[config.mk]
export PLATFORM = sky130hd
export DESIGN_NAME = s3_execute_stage
export DESIGN_NICKNAME = d
export VERILOG_FILES = /design/src/rtl/s3_execute_stage_pkg.sv /design/src/rtl/s3_execute_stage_alu.sv /design/src/rtl/s3_execute_stage.sv
export SDC_FILE = /design/constraint.sdc
export NUM_CORES = 1
export LEC_CHECK = 0
export CAP_MARGIN = 40
export CORE_ASPECT_RATIO = 2
export CORE_MARGIN = 2
export CORE_UTILIZATION = 50
export CTS_BUF_LIST = sky130_fd_sc_hd__clkbuf_8
export CTS_CLUSTER_DIAMETER = 50
export DETAILED_ROUTE_END_ITERATION = 10
export GPL_TIMING_DRIVEN = 0
export PLACE_DENSITY = 0.77
export SLEW_MARGIN = 0
export SYNTH_ARGS = -nofsm -noshare
export SYNTH_HDL_FRONTEND = slang
export SYNTH_SLANG_ARGS = --single-unit
export TNS_END_PERCENT = 1
[constraint.sdc]
create_clock -name clk -period 6.3 [get_ports clk]
set_input_delay 0.63 -clock clk [delete_from_list [all_inputs] [get_ports clk]]
set_output_delay 0.63 -clock clk [all_outputs]
set_load 0.1 [all_outputs]
[src/rtl/s3_execute_stage_pkg.sv]
// Shared widths and ALU opcodes for the lab pipeline (decode, stage-2, execute).
package s3_execute_stage_pkg;

  localparam int DATA_W = 32;
  localparam int IMM_W  = 16;
  localparam int REG_W  = 5;
  localparam int OP_W   = 3;

  typedef enum logic [OP_W-1:0] {
    ALU_PASS = 3'b000,
    ALU_NOT  = 3'b001,
    ALU_ADD  = 3'b010,
    ALU_SUB  = 3'b011,
    ALU_OR   = 3'b100,
    ALU_AND  = 3'b101,
    ALU_XOR  = 3'b110,
    ALU_SLT  = 3'b111
  } alu_op_e;

  function automatic logic [DATA_W-1:0] sign_ext_imm(input logic [IMM_W-1:0] imm);
    return {{(DATA_W-IMM_W){imm[IMM_W-1]}}, imm};
  endfunction

endpackage

[src/rtl/s3_execute_stage_alu.sv]
// Combinational ALU of the execute stage; add/sub wrap modulo 2^32, SLT is signed.
module s3_execute_stage_alu
  import s3_execute_stage_pkg::*;
(
  input  logic [DATA_W-1:0] a,
  input  logic [DATA_W-1:0] b,
  input  logic [OP_W-1:0]   op,
  output logic [DATA_W-1:0] result
);

  always_comb begin
    result = '0;
    case (alu_op_e'(op))
      ALU_PASS: result = a;
      ALU_NOT:  result = ~a;
      ALU_ADD:  result = a + b;
      ALU_SUB:  result = a - b;
      ALU_OR:   result = a | b;
      ALU_AND:  result = a & b;
      ALU_XOR:  result = a ^ b;
      ALU_SLT:  result = ($signed(a) < $signed(b)) ? DATA_W'(1) : '0;
      default:  result = '0;
    endcase
  end

endmodule

[src/rtl/s3_execute_stage.sv]
// Execute stage: operand muxes, ALU, EX/MEM register with stall/flush, write counter.
// Optional operand forwarding from the EX/MEM register when S3_FORWARD_EN is defined.
module s3_execute_stage
  import s3_execute_stage_pkg::*;
(
  input  logic              clk,
  input  logic              rst,
  input  logic [DATA_W-1:0] S2_ReadData1,
  input  logic [DATA_W-1:0] S2_ReadData2,
  input  logic [IMM_W-1:0]  S2_Imm,
  input  logic              S2_DataSrc,
  input  logic [OP_W-1:0]   S2_ALUOp,
  input  logic [REG_W-1:0]  S2_WriteSelect,
  input  logic              S2_WriteEnable,
  input  logic [REG_W-1:0]  S2_ReadSelect1,
  input  logic [REG_W-1:0]  S2_ReadSelect2,
  input  logic              stall,
  input  logic              flush,
  output logic [DATA_W-1:0] S3_ALUOut,
  output logic [REG_W-1:0]  S3_WriteSelect,
  output logic              S3_WriteEnable,
  output logic              S3_Zero,
  output logic [DATA_W-1:0] S3_WriteCount
);

  // No handshake: stall and flush are level controls sampled every rising edge,
  // with priority rst > flush > stall > load.
  logic [DATA_W-1:0] reg_a;
  logic [DATA_W-1:0] reg_b;
  logic [DATA_W-1:0] op_a;
  logic [DATA_W-1:0] op_b;
  logic [DATA_W-1:0] alu_result;
  logic [DATA_W-1:0] write_count;

`ifdef S3_FORWARD_EN
  logic fwd_a;
  logic fwd_b;
  // The held EX/MEM value stays the forward source while stalled.
  assign fwd_a = S3_WriteEnable && (S3_WriteSelect != '0) && (S2_ReadSelect1 == S3_WriteSelect);
  assign fwd_b = S3_WriteEnable && (S3_WriteSelect != '0) && (S2_ReadSelect2 == S3_WriteSelect);
  assign reg_a = fwd_a ? S3_ALUOut : S2_ReadData1;
  assign reg_b = fwd_b ? S3_ALUOut : S2_ReadData2;
`else
  logic [2*REG_W-1:0] unused_sel;
  assign unused_sel = {S2_ReadSelect1, S2_ReadSelect2};
  assign reg_a = S2_ReadData1;
  assign reg_b = S2_ReadData2;
`endif

  assign op_a = reg_a;
  assign op_b = S2_DataSrc ? sign_ext_imm(S2_Imm) : reg_b;

  s3_execute_stage_alu u_alu (
    .a      (op_a),
    .b      (op_b),
    .op     (S2_ALUOp),
    .result (alu_result)
  );

  always_ff @(posedge clk) begin
    if (rst) begin
      S3_ALUOut      <= '0;
      S3_WriteSelect <= '0;
      S3_WriteEnable <= 1'b0;
      S3_Zero        <= 1'b0;
      write_count    <= '0;
    end else if (flush) begin
      S3_ALUOut      <= '0;
      S3_WriteSelect <= '0;
      S3_WriteEnable <= 1'b0;
      S3_Zero        <= 1'b0;
    end else if (!stall) begin
      S3_ALUOut      <= alu_result;
      S3_WriteSelect <= S2_WriteSelect;
      S3_WriteEnable <= S2_WriteEnable;
      S3_Zero        <= (alu_result == '0);
      if (S2_WriteEnable) write_count <= write_count + DATA_W'(1);
    end
  end

  assign S3_WriteCount = write_count;

endmodule

==> impl_metrics.tcl, run 1 <==
set metrics [dict create \
    syn_nets 1525 \
    cts_max_level 3 \
    cts_made_buffers 9 \
    ios 175 \
    row_count 70 \
    ys_types 86 \
    synth_edf_count 0 \
    die_x_um 100 \
    die_y_um 197 \
    dp_hpwl_um 42200 \
    io_buffer_count 160 \
    error "[ERROR GRT-0116] Global routing finished with congestion. Check the congestion regions in the DRC Viewer." \
    ctsRootBufferMaster "clkbuf_8" \
    synthArstFlopShare 0 \
    seq_area_frac_synth 0.153 \
    post_cts_buffers 0 \
    yosys_warnings 0 \
    synthesis.area_um2 9280 \
    synth_top_area_share 0.153 \
    cts_sinks 71 \
    synth-seq-cells 71 \
    cts.path.max_buffers 2 \
    grt_pass1_vias 13900 \
    start_util 0.509 \
    grt_max_degree 14 \
    grt_use_total 0.611 \
    syn_area_per_cell_um2 7.10 \
    synthTopCellsByArea "dfxtp_1 15%, ha_1 15%, a21oi_1 7.6%" \
    haltStage "global routing" \
    status "stopped before the end" \
    grt_overflow 15 \
    syn_inst 1307 \
    grt_pass1_wl_um 90000 \
    dpl_worst_slack_ns -0.418 \
    synthFlopType "dfxtp_1" \
    gp_congestion 1.11 \
    synth_top_area_cell "dfxtp_1" \
]
[synthesized netlist by cell type, types with 8 or more instances]
library cell	count
nand4_1	19
nand2b_1	16
nor4_1	12
nand2_1	82
a21oi_1	140
dfxtp_1	71
nand3_1	27
inv_1	103
or3_1	11
buf_1	9
a21o_1	19
a2111oi_0	9
nor2b_1	12
a221oi_1	22
o21a_1	9
o22ai_1	9
a31oi_1	20
nor3_1	28
o31ai_1	10
o31a_1	8
nor2_1	182
o21bai_1	11
buf_2	17
a221o_1	11
o211ai_1	15
clkbuf_1	53
xor2_1	21
o21ai_0	52
a211oi_1	16
mux2i_1	42
ha_1	112
xnor2_1	17
[repair_timing]
item | in CTS
endpoints found under the setup margin | 1
resized for setup | 1
hold buffers | 0
[cell families after synthesis]
kind of cell             Yosys count  share of synthesized area
AND/OR/NAND/NOR                  434                      0.221
AO/OA/AOI/OAI                    419                      0.308
buffers and inverters            189                     0.0809
adder cells (fa/ha/maj)          114                      0.155
flip-flops                        71                      0.153
multiplexers                      42                     0.0453
XOR/XNOR                          38                     0.0359
[metrics by stage]
step	cells	cell area (µm²)
floorplan	1307	9280
detailed placement	1761	12600
CTS	1777	12800
global placement	1683	11200
[per-layer routing]
layer | GRT overflow | global-route usage
met1 | 0 | 0.561
met2 | 8 | 0.892
met3 | 0 | 0.323
met4 | 7 | 0.683
met5 | 0 | 0
==> run 2, diff against run 1 <==
--- a/config.mk
+++ b/config.mk
@@ -6,14 +6,11 @@
 export NUM_CORES = 1
 export LEC_CHECK = 0
 export CAP_MARGIN = 40
-export CORE_ASPECT_RATIO = 2
 export CORE_MARGIN = 2
-export CORE_UTILIZATION = 50
-export CTS_BUF_LIST = sky130_fd_sc_hd__clkbuf_8
-export CTS_CLUSTER_DIAMETER = 50
+export CORE_UTILIZATION = 35
 export DETAILED_ROUTE_END_ITERATION = 10
 export GPL_TIMING_DRIVEN = 0
-export PLACE_DENSITY = 0.77
+export PLACE_DENSITY_LB_ADDON = 0.15
 export SLEW_MARGIN = 0
 export SYNTH_ARGS = -nofsm -noshare
 export SYNTH_HDL_FRONTEND = slang
==> run 2 against run 1 <==
Net effect:
- the run now ends clean
- synthesized cell count stayed put
- area after synthesis stayed put
==> impl_metrics.tcl, run 2 <==
set metrics [dict create \
    drt_iter0_drc 1088 \
    grt_pass1_vias 10900 \
    die_x_um 167 \
    cts_tree "yes" \
    crit_family "compound AO/OA/AOI/OAI gates" \
    stdcell_count 1892 \
    reg2regPathDepth 11 \
    worst_hold_path_type "flop to flop" \
    seq_area_frac_synth 0.153 \
    fin_nets 1770 \
    yosys_warnings 0 \
    final_common_cell "nor2_1" \
    switching_share 0.429 \
    switchingPower_w 0.000871 \
    synth_fa_ha_area_frac 0.155 \
    yosys.area_share.simple 0.221 \
    vias 11200 \
    fill_cells 2516 \
    muxShareOfSynthArea 0.0453 \
    p_clk_frac 0.255 \
    ys_types 86 \
    cts_max_level 3 \
    worst_pin_slew_ns 0.912 \
    leakage_nw 5.44 \
    synth_top_area_share 0.153 \
    cp.arrival_ns 6.14 \
    post-place-cells 1877 \
    path_class "input pin to flop" \
    crit_buf_inv 6 \
    synthTopCellsByCount "182 x nor2_1, 140 x a21oi_1, 112 x ha_1" \
    cts.path.max_buffers 2 \
    crit_path_max_incr_delay_ns 0.52 \
    synth_top_area_cell "dfxtp_1" \
    fmax_mhz 170 \
    synth_xor_area_frac 0.0359 \
    dpl_worst_slack_ns -0.0273 \
    grt_overflow 0 \
    cts_made_buffers 9 \
    drv_slew 0 \
    min_from "S3_ALUOut[30]" \
    start_util 0.356 \
    synth_edf_count 0 \
    gp_congestion 0.993 \
    fin_crit_ns 5.89 \
    clk_latency_ns 0.33 \
    critPathCaptureType "flop" \
    critPathRequiredTime_ns 6.55 \
    synth-seq-cells 71 \
    cts.hold.buffers_added 0 \
    fin_crit_sh 0.934 \
    firstDrtPassIters 5 \
    final_area_um2 13100 \
    fin_util 0.503 \
    max_slew_margin 0.392 \
    die_y_um 167 \
    cp_slowest_cell "o21ai_0" \
    power_density_nw_per_um2 155 \
    avgRoutedWirePerCell_um 22.3 \
    r2r_slack_ns 3.29 \
    cts_sinks 71 \
    power_frac_seq 0.230 \
    peakVddDrop_v 0.000125 \
    synthMostInstantiatedCell "nor2_1" \
    antenna_found_initial 0 \
    p_int_w 0.00116 \
    antenna_left 0 \
    synthTopCellsByArea "dfxtp_1 15%, ha_1 15%, a21oi_1 7.6%" \
    ctsRootBufferMaster "clkbuf_16" \
    min_to "S3_ALUOut[30]" \
    syn_nets 1525 \
    dp_hpwl_um 33400 \
    die_area_um2 27800 \
    io_buffer_count 160 \
    final_cell_mix "182 x nor2_1, 160 x clkdlybuf4s50_1, 140 x a21oi_1" \
    status "finished, final reports clean" \
    synth-compound-area-share 0.308 \
    worstPathCellList "clkbuf_1, buf_6, clkinv_1, clkbuf_1, a21oi_1, ha_1, clkbuf_1, nor4_1, inv_1, a2111oi_0, a211o_1, a31oi_1, o21ai_0, a211oi_1, o21ai_0, nand4bb_1, or4_1, o31ai_2" \
    cpMostUsedCell "clkbuf_1" \
    synthesis.area_um2 9280 \
    synth_top_family_by_area "compound AO/OA/AOI/OAI gates" \
    hold_depth 2 \
    n_antenna_cell 0 \
    syn_area_per_cell_um2 7.10 \
    grt_pass1_wl_um 64200 \
    syn_inst 1307 \
    worst_slack_ns 0.413 \
    clk_pin_slew_ns 0.06 \
    area_growth_pct 41.2 \
    cp_max_fo 15 \
    r2r_start "S3_WriteCount[6]" \
    post_cts_buffers 0 \
    maxCapViolations 0 \
    row_count 59 \
    grt_use_total 0.294 \
    ios 175 \
    power_frac_comb 0.515 \
    setup_viol 0 \
    core-area_um2 26100 \
    grt_setup_unrepaired "no" \
    synthArstFlopShare 0 \
    placed_area_um2 12800 \
    skew_ns 0.00707 \
    hold_violations 0 \
    drcViolationCount 0 \
    startpoint_type "input pin" \
    viasPerCell 5.92 \
    regToRegEndpoint "S3_WriteCount[29]" \
    grt_max_degree 13 \
    drive_gt1_frac 0.0925 \
    drt-total-wl_um 42100 \
    synthFlopType "dfxtp_1" \
]
[run 2: cell counts after synthesis]
No cell type changed its count.
[run 2: layout make-up]
class / count / area, µm² / area share
Timing Repair Buffer: 235 / 3100 / 0.237
Tap cell: 335 / 419 / 0.0320
Clock buffer: 11 / 243 / 0.0185
Multi-Input combinational cell: 1047 / 7110 / 0.543
Inverter: 106 / 398 / 0.0304
Buffer: 82 / 350 / 0.0267
Sequential cell: 71 / 1420 / 0.108
Clock inverter: 5 / 57.6 / 0.00439
[run 2: metal layers]
metal	vias to the layer above	wire [µm]	track usage
li1	5217	-	-
met1	5303	17800	0.376
met2	557	19300	0.485
met3	123	3000	0.0423
met4	0	2020	0.139
met5	-	0	0
[run 2: worst min-delay path: cells and delay by family, from the launching register on]
kind               cells  cell delay, ns
AOI/OAI and AO/OA      1            0.05
DFF                    1            0.31
and+or+nand+nor        1            0.06
[run 2: what timing repair did]
item / in CTS / in global routing
hold endpoints to repair: 0 / 0
endpoints found under the setup margin: 0 / 1
resized for setup: 0 / 2
[run 2: logic make-up (layout without fill, tap and decap cells)]
logic type                 Yosys count  in the layout
adders and majority gates          114            114
buffers and inverters              189            439
DFF                                 71             71
xor gates and xnor gates            38             38
and+or+nand+nor                    434            434
AOI/OAI and AO/OA                  419            419
muxes                               42             42
[run 2: worst max path at each step]
| stage | from | endpoint | slack, ns | depth (start not counted) |
|---|---|---|---|---|
| 2_1_floorplan | S2_DataSrc | S3_Zero | 1.33 | 16 |
| 3_3_place_gp | S2_DataSrc | S3_Zero | -0.46 | 16 |
| 3_5_place_dp | S2_DataSrc | S3_Zero | -0.03 | 17 |
| 4_1_cts | S2_Imm[15] | S3_Zero | 0.30 | 18 |
| 5_1_grt | S2_DataSrc | S3_Zero | 0.04 | 18 |
| 6_report | S2_DataSrc | S3_Zero | 0.41 | 18 |
[run 2: power by group through the flow]
stage	logic, W	registers (W)	clock network, W
finish	0.00104	0.000467	0.000517
global route	0.00112	0.000468	0.000542
CTS	0.00102	0.000467	0.000522
detailed placement	0.00102	0.000477	0
global placement	0.000955	0.000477	0
floorplan	0.000556	0.000557	0
[run 2: stage by stage]
stage	power [W]	setup TNS (ns)	hold WS (ns)
floorplan	0.00111	0	0.774
global placement	0.00143	-0.463	0.450
detailed placement	0.00149	-0.0273	0.459
CTS	0.00201	0	0.469
global route	0.00213	0	0.486
finish	0.00203	0	0.469
Note: power is estimated with default switching activity, not from simulation.
==> run 3, diff against run 2 <==
--- a/config.mk
+++ b/config.mk
@@ -5,7 +5,6 @@
 export SDC_FILE = /design/constraint.sdc
 export NUM_CORES = 1
 export LEC_CHECK = 0
-export CAP_MARGIN = 40
 export CORE_MARGIN = 2
 export CORE_UTILIZATION = 35
 export DETAILED_ROUTE_END_ITERATION = 10
==> run 3 against run 2 <==
Net effect:
- combinational power down 6%
- final area down 11%
- total power down 3.3%
- highest routed layer unchanged
==> impl_metrics.tcl, run 3 (synthesis results as in run 2) <==
set metrics [dict create \
    core-area_um2 26100 \
    peakVddDrop_v 0.000129 \
    firstDrtPassIters 6 \
    final_cell_mix "182 x nor2_1, 160 x clkdlybuf4s50_1, 140 x a21oi_1" \
    gp_congestion 0.993 \
    post_cts_buffers 0 \
    row_count 59 \
    cts_tree "yes" \
    clk_latency_ns 0.33 \
    cts.path.max_buffers 2 \
    grt_pass1_vias 10300 \
    start_util 0.356 \
    grt_overflow 0 \
    worstPathCellList "clkbuf_2, clkbuf_1, mux2i_1, inv_1, fa_1, a211oi_4, o21ai_2, a221oi_2, o211ai_1, a221o_1, a221oi_2, nand4b_1, nor4_1, nand4_1, or4_1, o31ai_2" \
    hold_violations 0 \
    grt_setup_unrepaired "no" \
    final_common_cell "nor2_1" \
    final_area_um2 11600 \
    avgRoutedWirePerCell_um 22.2 \
    grt_max_degree 12 \
    p_total_w 0.00196 \
    die_y_um 167 \
    drt-total-wl_um 40400 \
    fin_crit_ns 6.01 \
    dp_hpwl_um 31700 \
    drcViolationCount 0 \
    drive_gt1_frac 0.0459 \
    cp_max_fo 10 \
    maxCapViolations 0 \
    drt_iter0_drc 1070 \
    n_antenna_cell 0 \
    grt_pass1_wl_um 61300 \
    die_x_um 167 \
    skew_ns 0.00490 \
    cts.hold.buffers_added 0 \
    ios 175 \
    crit_path_max_incr_delay_ns 0.68 \
    io_buffer_count 160 \
    cts_sinks 71 \
    postCtsResizedCells 1 \
    die_area_um2 27800 \
    worst_hold_path_type "flop to flop" \
    area_growth_pct 25.1 \
    path_class "input pin to flop" \
    vias 10700 \
    drv_slew 0 \
    fin_nets 1696 \
    critPathRequiredTime_ns 6.55 \
    placed_area_um2 11300 \
    worst_pin_slew_ns 1.16 \
    critPathCaptureType "flop" \
    cp.arrival_ns 6.26 \
    max_slew_margin 0.224 \
    cp_slowest_cell "clkbuf_1" \
    power_density_nw_per_um2 169 \
    antenna_found_initial 1 \
    status "finished, final reports clean" \
    startpoint_type "input pin" \
    cts_max_level 3 \
    fin_crit_sh 0.954 \
    cts_made_buffers 9 \
    leakage_nw 4.78 \
    antenna_left 0 \
    fmax_mhz 166 \
    ctsRootBufferMaster "clkbuf_16" \
    setup_viol 0 \
    cpMostUsedCell "a221oi_2" \
    grt_use_total 0.281 \
    viasPerCell 5.91 \
    clk_pin_slew_ns 0.05 \
]
## run 3: changes by cell type in the layout (fill, tap and decap cells not counted), moves of 2 or more
cell | before | now
buf_16 | 32 | 0
buf_6 | 4 | 2
buf_8 | 39 | 0
clkbuf_1 | 52 | 54
clkinvlp_4 | 3 | 0
## run 3: worst paths after layout
kind	start	endpoint	slack (ns)	cells past startpoint
max	S2_DataSrc	S3_Zero	0.29	16
min	S3_ALUOut[5]	S3_ALUOut[5]	0.46	2
max reg2reg	S3_WriteCount[7]	S3_WriteCount[29]	3.35	11
min reg2reg	S3_ALUOut[5]	S3_ALUOut[5]	0.46	2
## run 3: layer usage
| layer | global-route usage | up-vias | part of all wire | wire length, µm |
|---|---|---|---|---|
| met4 | 0.133 | 0 | 0.053 | 2130 |
| li1 | - | 5066 | - | - |
| met1 | 0.370 | 5023 | 0.43 | 17400 |
| met3 | 0.0478 | 126 | 0.078 | 3150 |
| met5 | 0 | - | 0 | 0 |
| met2 | 0.445 | 521 | 0.44 | 17700 |
## run 3: stage by stage
step / instances / hold slack, ns / setup TNS, ns / setup WS, ns / util
4_1_cts: 1818 / 0.464 / 0 / 0.311 / 0.445
6_report: 1818 / 0.460 / 0 / 0.290 / 0.445
5_1_grt: 1818 / 0.488 / 0 / 0.0331 / 0.445
2_1_floorplan: 1307 / 0.774 / 0 / 1.33 / -
3_3_place_gp: 1802 / 0.450 / -0.463 / -0.463 / 0.434
3_5_place_dp: 1802 / 0.455 / -0.365 / -0.365 / 0.434
## run 3: power by group
| part | internal [W] | switching (W) | total [W] |
|---|---|---|---|
| logic | 0.000333 | 0.000649 | 0.000982 |
| clock network | 0.000329 | 0.000184 | 0.000513 |
| registers | 0.000461 | 0.00000662 | 0.000467 |
## run 3: layout make-up
type / instances / area, µm²
Fill cell: 2757 / 14500
Multi-Input combinational cell: 1047 / 7110
Timing Repair Buffer: 160 / 1600
Sequential cell: 71 / 1420
Tap cell: 335 / 419
Inverter: 106 / 398
Buffer: 83 / 355
Clock buffer: 14 / 264
Clock inverter: 2 / 38.8
## run 3: worst max-delay path: cells and delay by family
kind / cells / cell delay, ns
AO/OA/AOI/OAI: 7 / 2.17
AND/OR/NAND/NOR: 4 / 1.35
buffers and inverters: 3 / 1.17
multiplexers: 1 / 0.45
adder cells (fa/ha/maj): 1 / 0.46
==> edit 1 (config.mk and constraints of run 3) <==
Build with the macro `S3_FORWARD_EN` defined.
--- a/src/rtl/s3_execute_stage.sv
+++ b/src/rtl/s3_execute_stage.sv
@@ -1,4 +1,6 @@
 // Execute stage: operand muxes, ALU, EX/MEM register with stall/flush, write counter.
 // Optional operand forwarding from the EX/MEM register when S3_FORWARD_EN is defined.
+`define S3_FORWARD_EN
+
 module s3_execute_stage
   import s3_execute_stage_pkg::*;
Formal check against the unedited RTL: not equivalent (a bounded check fails within 4 cycles, from zero or initial values and one cycle with rst high).
==> edit 1 against run 3 <==
- the run now ends with negative setup slack left
- hold slack improved by 0.029 ns
- clock skew increased by 0.012 ns
- synthesized cell count increased by 7.3%
- design area increased by 15%
- first-iteration DRC count increased by 2.9%
- area after synthesis increased by 8.7%
- worst setup slack got worse by 0.30 ns
- die area increased by 8.5%
- sequential power increased by 2%
- sequential cell count unchanged
- maximum frequency decreased by 4.7%
- power increased by 7.8%
- final cell count increased by 9.8%
- wire length increased by 16%
- critical path type unchanged
- largest cell class unchanged
- largest power group unchanged
==> edit 1: results (changes against run 3) <==
| Metric | Value |
|---|---|
| Slowest stage cell, crit path | or4_1 (was clkbuf_1) |
| Synth Area in XOR/XNOR | 5.12% (was 3.59%) |
| Filler cells | 2993 (was 2757) |
| Failing checks | negative setup slack |
| DR pass1 iterations | 7 (was 6) |
| Critical R2R Launch | S3_WriteSelect[1] (was S3_WriteCount[7]) |
| Synth top area cells | dfxtp_1 14%, ha_1 14%, mux2i_1 7.6% (was dfxtp_1 15%, ha_1 15%, a21oi_1 7.6%) |
| GPL Wtd Cong | 0.964 (was 0.993) |
| Final worst-path setup slack | -0.00741 ns (was 0.290 ns) |
| Family with the most delay on the worst path | simple AND/OR/NAND/NOR gates (was compound AO/OA/AOI/OAI gates) |
| Register area share after synthesis | 14.1% (was 15.3%) |
| Synth Instances | 1403 (was 1307) |
| Tot GR Track Use | 29.8% (was 28.1%) |
| Dpl cell area | 12300 um^2 (was 11300 um^2) |
| Hold Path End | S3_Zero (was S3_ALUOut[5]) |
| Via-to-Cell Ratio | 5.92 (was 5.91) |
| Pre-CTS WS | -2.11 ns (was -0.365 ns) |
| Hold Slack | 0.489 ns (was 0.460 ns) |
| Reg clk slew, reported paths | 0.08 ns (was 0.05 ns) |
| R2r endpoint | S3_Zero (was S3_WriteCount[29]) |
| Critical Path Start | S2_ReadSelect1[1] (was S2_DataSrc) |
| Max incr delay on CP | 0.58 ns (was 0.68 ns) |
| Most common cell after layout, fill and taps aside | clkdlybuf4s50_1 (was nor2_1) |
| Most instantiated cells after synthesis | 150 x a21oi_1, 150 x nor2_1, 112 x ha_1 (was 182 x nor2_1, 140 x a21oi_1, 112 x ha_1) |
| Syn Nets | 1621 (was 1525) |
| Worst EP arrival | 6.60 ns (was 6.26 ns) |
| Post-synthesis compound-gate area fraction | 29.1% (was 30.8%) |
| Max Clock Skew | 0.0170 ns (was 0.00490 ns) |
| Vias in the first global route | 11400 (was 10300) |
| Clock latency at the later pin of the worst-skew pair | 0.36 ns (was 0.33 ns) |
| Hold_sp | S3_Zero (was S3_ALUOut[5]) |
| R2R Setup Slk | 0.17 ns (was 3.35 ns) |
| Switching power | 0.987 mW (was 0.839 mW) |
| Largest net degree at the start of global routing | 16 (was 12) |
| Peak supply drop | 159 uV (was 129 uV) |
| Post-synthesis mux area share | 8.09% (was 4.53%) |
| Final setup viols | 1 (was 0) |
| Outcome | complete, but fails checks (was finished clean) |
| Drt wl/cell | 23.4 um (was 22.2 um) |
| Leakage | 5.19 nW (was 4.78 nW) |
| Adder-Cell Fraction of Synth Area | 14.3% (was 15.5%) |
| Post-DP HPWL | 35.2 mm (was 31.7 mm) |
| First-pass GRT wire length | 69.1 mm (was 61.3 mm) |
| Nets | 1826 (was 1696) |
| FF-to-FF path depth | 21 (was 11) |
| Slew HR | 25.4% (was 22.4%) |
| Iteration-0 DRC Markers | 1101 (was 1070) |
| Layout cells sized above 1 | 9.80% (was 4.59%) |
| PortBufs | 172 (was 160) |
| Critical path fanouts, max | 9 (was 10) |
| Finished Layout Cells | 1997 (was 1818) |
| Distinct cell type count after synthesis | 85 (was 86) |
edit 1: cell count changes in the layout (fill, tap and decap cells not counted), sizes merged, moves of 11 or more:
cell           delta
nor2             -33
xnor2            +17
buf              +16
mux2i            +36
inv              -11
clkdlybuf4s50    +12
nand2            +21
a22o             +16
a31oi            -12
o21ai            +25
clkbuf           +11
edit 1: through the flow:
stage / setup TNS (ns) / util (%)
finish: -0.00741 / 46.7
global route: -0.0340 / 46.7
CTS: 0 / 45.2
detailed placement: -25.18 / 43.1
global placement: -69.76 / 43.1
floorplan: 0 / -
edit 1: what timing repair did:
item,4_1_cts,5_1_grt
setup buffers,5,19
hold buffers,0,0
endpoints found under the setup margin,22,2
pin swaps,6,13
resized for setup,59,55
cloned,0,2
edit 1: metal layers:
| layer | track usage, % | part of all wire, % |
|---|---|---|
| met1 | 40.1 | 43 |
| met2 | 46.6 | 43 |
| met3 | 6.54 | 9.4 |
| met4 | 11.0 | 3.9 |
| met5 | 0 | 0 |
edit 1: worst register-to-register path: cells and delay by family (launching register included):
kind	cells	cell delay, ns
flops	1	0.35
buf+inv	3	0.53
mux	1	0.17
fa+ha+maj	2	0.71
compound gates	7	2.07
simple gates	8	2.23
edit 1: cell type report:
cell class / count / share of cell area [%]
clock inverters: 7 / 0.479
multi-input cells: 1143 / 62.7
plain buffers: 88 / 3.20
clock buffers: 9 / 1.69
well taps: 384 / 3.61
flip-flops and latches: 71 / 10.7
inverters: 96 / 2.79
repair buffers: 199 / 14.8
edit 1: power by group through the flow:
stage / combinational [mW] / sequential (mW) / clock, mW
after floorplan: 0.584 / 0.559 / 0
after global placement: 0.982 / 0.486 / 0
after detailed placement: 0.983 / 0.486 / 0
after global routing: 1.16 / 0.478 / 0.569
after CTS: 1.03 / 0.476 / 0.553
final: 1.09 / 0.476 / 0.551
==> edit 2 (settings of run 3) <==
Without the edit above. Put one more register stage on the output `S3_WriteCount`, with the module's reset. The value now appears one clock later. The other outputs are not delayed to match.
--- a/src/rtl/s3_execute_stage.sv
+++ b/src/rtl/s3_execute_stage.sv
@@ -79,5 +79,11 @@
   end
 
-  assign S3_WriteCount = write_count;
+  always_ff @(posedge clk) begin
+    if (rst) begin
+      S3_WriteCount <= '0;
+    end else begin
+      S3_WriteCount <= write_count;
+    end
+  end
 
 endmodule
Formal check against the unedited RTL: not equivalent (a bounded check fails within 4 cycles, from zero or initial values and one cycle with rst high).
==> edit 2 against run 3 <==
- hold slack improved by 0.0065 ns
- area after synthesis rose by 12%
- non-clock buffer count rose by 4
- wire length rose by 14%
- design area rose by 10%
- sequential power rose by 43%
- clock skew rose by 0.0053 ns
- first-iteration DRC count rose by 15%
- worst setup slack improved by 0.45 ns
- sequential cell count rose by 32
- clock power rose by 5.1%
- power rose by 16%
- via count rose by 9.6%
==> edit 2: results (changes against run 3) <==
| Metric | Value |
|---|---|
| DR pass1 iterations | 5 (was 6) |
| Register area share after synthesis | 19.8% (was 15.3%) |
| Outcome | finished clean (unchanged) |
| Post-synthesis compound-gate area fraction | 27.3% (was 30.8%) |
| Syn Nets | 1650 (was 1525) |
| Non-clk invs | 113 (was 106) |
| Post-synthesis mux area share | 3.97% (was 4.53%) |
| Hold_sp | S3_ALUOut[22] (was S3_ALUOut[5]) |
| Slew at the pin closest to its max-slew limit | 1.28 ns (was 1.16 ns) |
| Adder-Cell Fraction of Synth Area | 13.9% (was 15.5%) |
| WL met1 | 20.1 mm (was 17.4 mm) |
| Hold Path End | S3_ALUOut[22] (was S3_ALUOut[5]) |
| PortBufs | 162 (was 160) |
| Max Clock Skew | 0.0102 ns (was 0.00490 ns) |
| Tot GR Track Use | 28.8% (was 28.1%) |
| Filler cells | 3148 (was 2757) |
| Synth Area in XOR/XNOR | 4.29% (was 3.59%) |
| Critical R2R Launch | write_count[6] (was S3_WriteCount[7]) |
| Layout cells sized above 1 | 3.79% (was 4.59%) |
| Post-DP HPWL | 35.3 mm (was 31.7 mm) |
| Buffers outside the clock class | 247 (was 243) |
| Dpl cell area | 12500 um^2 (was 11300 um^2) |
| Distinct cell type count after synthesis | 89 (was 86) |
| GPL Wtd Cong | 0.999 (was 0.993) |
| Max incr delay on CP | 0.66 ns (was 0.68 ns) |
| Met2 wire length | 19.6 mm (was 17.7 mm) |
| Most instantiated cells after synthesis | 166 x nor2_1, 159 x a21oi_1, 112 x ha_1 (was 182 x nor2_1, 140 x a21oi_1, 112 x ha_1) |
| Worst EP arrival | 5.83 ns (was 6.26 ns) |
| Critical Path Start | S2_Imm[15] (was S2_DataSrc) |
| Data buffer area share | 15.3% (was 16.9%) |
| Reg clk slew, reported paths | 0.07 ns (was 0.05 ns) |
| Met3 wire length | 4.62 mm (was 3.15 mm) |
| Peak supply drop | 132 uV (was 129 uV) |
| Largest net degree at the start of global routing | 20 (was 12) |
| Slowest stage cell, crit path | or4_1 (was clkbuf_1) |
| Clkbuf count | 9 (was 14) |
| Vias in the first global route | 11000 (was 10300) |
| Initial antenna violation count | 0 (was 1) |
| Total vias in the final route | 11800 (was 10700) |
| #MultiIn Comb | 1131 (was 1047) |
| Final Routed Wirelength | 45.9 mm (was 40.4 mm) |
| Nets | 1823 (was 1696) |
| TritonCTS Sinks | 103 (was 71) |
| Post-CTS sizing | 0 (was 1) |
| Clock-cell share of area | 2.27% (was 2.61%) |
[edit 2: changes by cell type in the layout (fill, tap and decap cells not counted), moves of 11 or more]
cell      before  now
a211oi_1      16   28
a21oi_1      140  159
buf_2         17    6
dfxtp_1       71  103
nand2_1       82  102
nor2_1       182  166
nor2b_1       12   49
o21ai_0       52   40
o21ai_1        1   13
xnor2_1       17   30
[edit 2: power groups by stage]
stage	Combinational [mW]	Clock [mW]	Sequential, mW
CTS	1.04	0.554	0.669
floorplan	0.600	0	0.761
global route	1.14	0.580	0.670
global placement	1.03	0	0.684
detailed placement	1.03	0	0.684
finish	1.07	0.539	0.669
[edit 2: routing by layer]
metal  vias up  track usage [%]
li1       5458                -
met1      5568             39.4
met2       623             44.1
met3       117             6.55
met4         0             10.5
met5         -                0
[edit 2: stage by stage]
step	hold WS, ns	instances	setup WS [ns]
detailed placement	0.457	1984	-0.178
finish	0.467	2000	0.735
global placement	0.449	1984	-0.170
global route	0.486	2000	0.433
CTS	0.468	2000	0.182
floorplan	0.443	1432	1.63
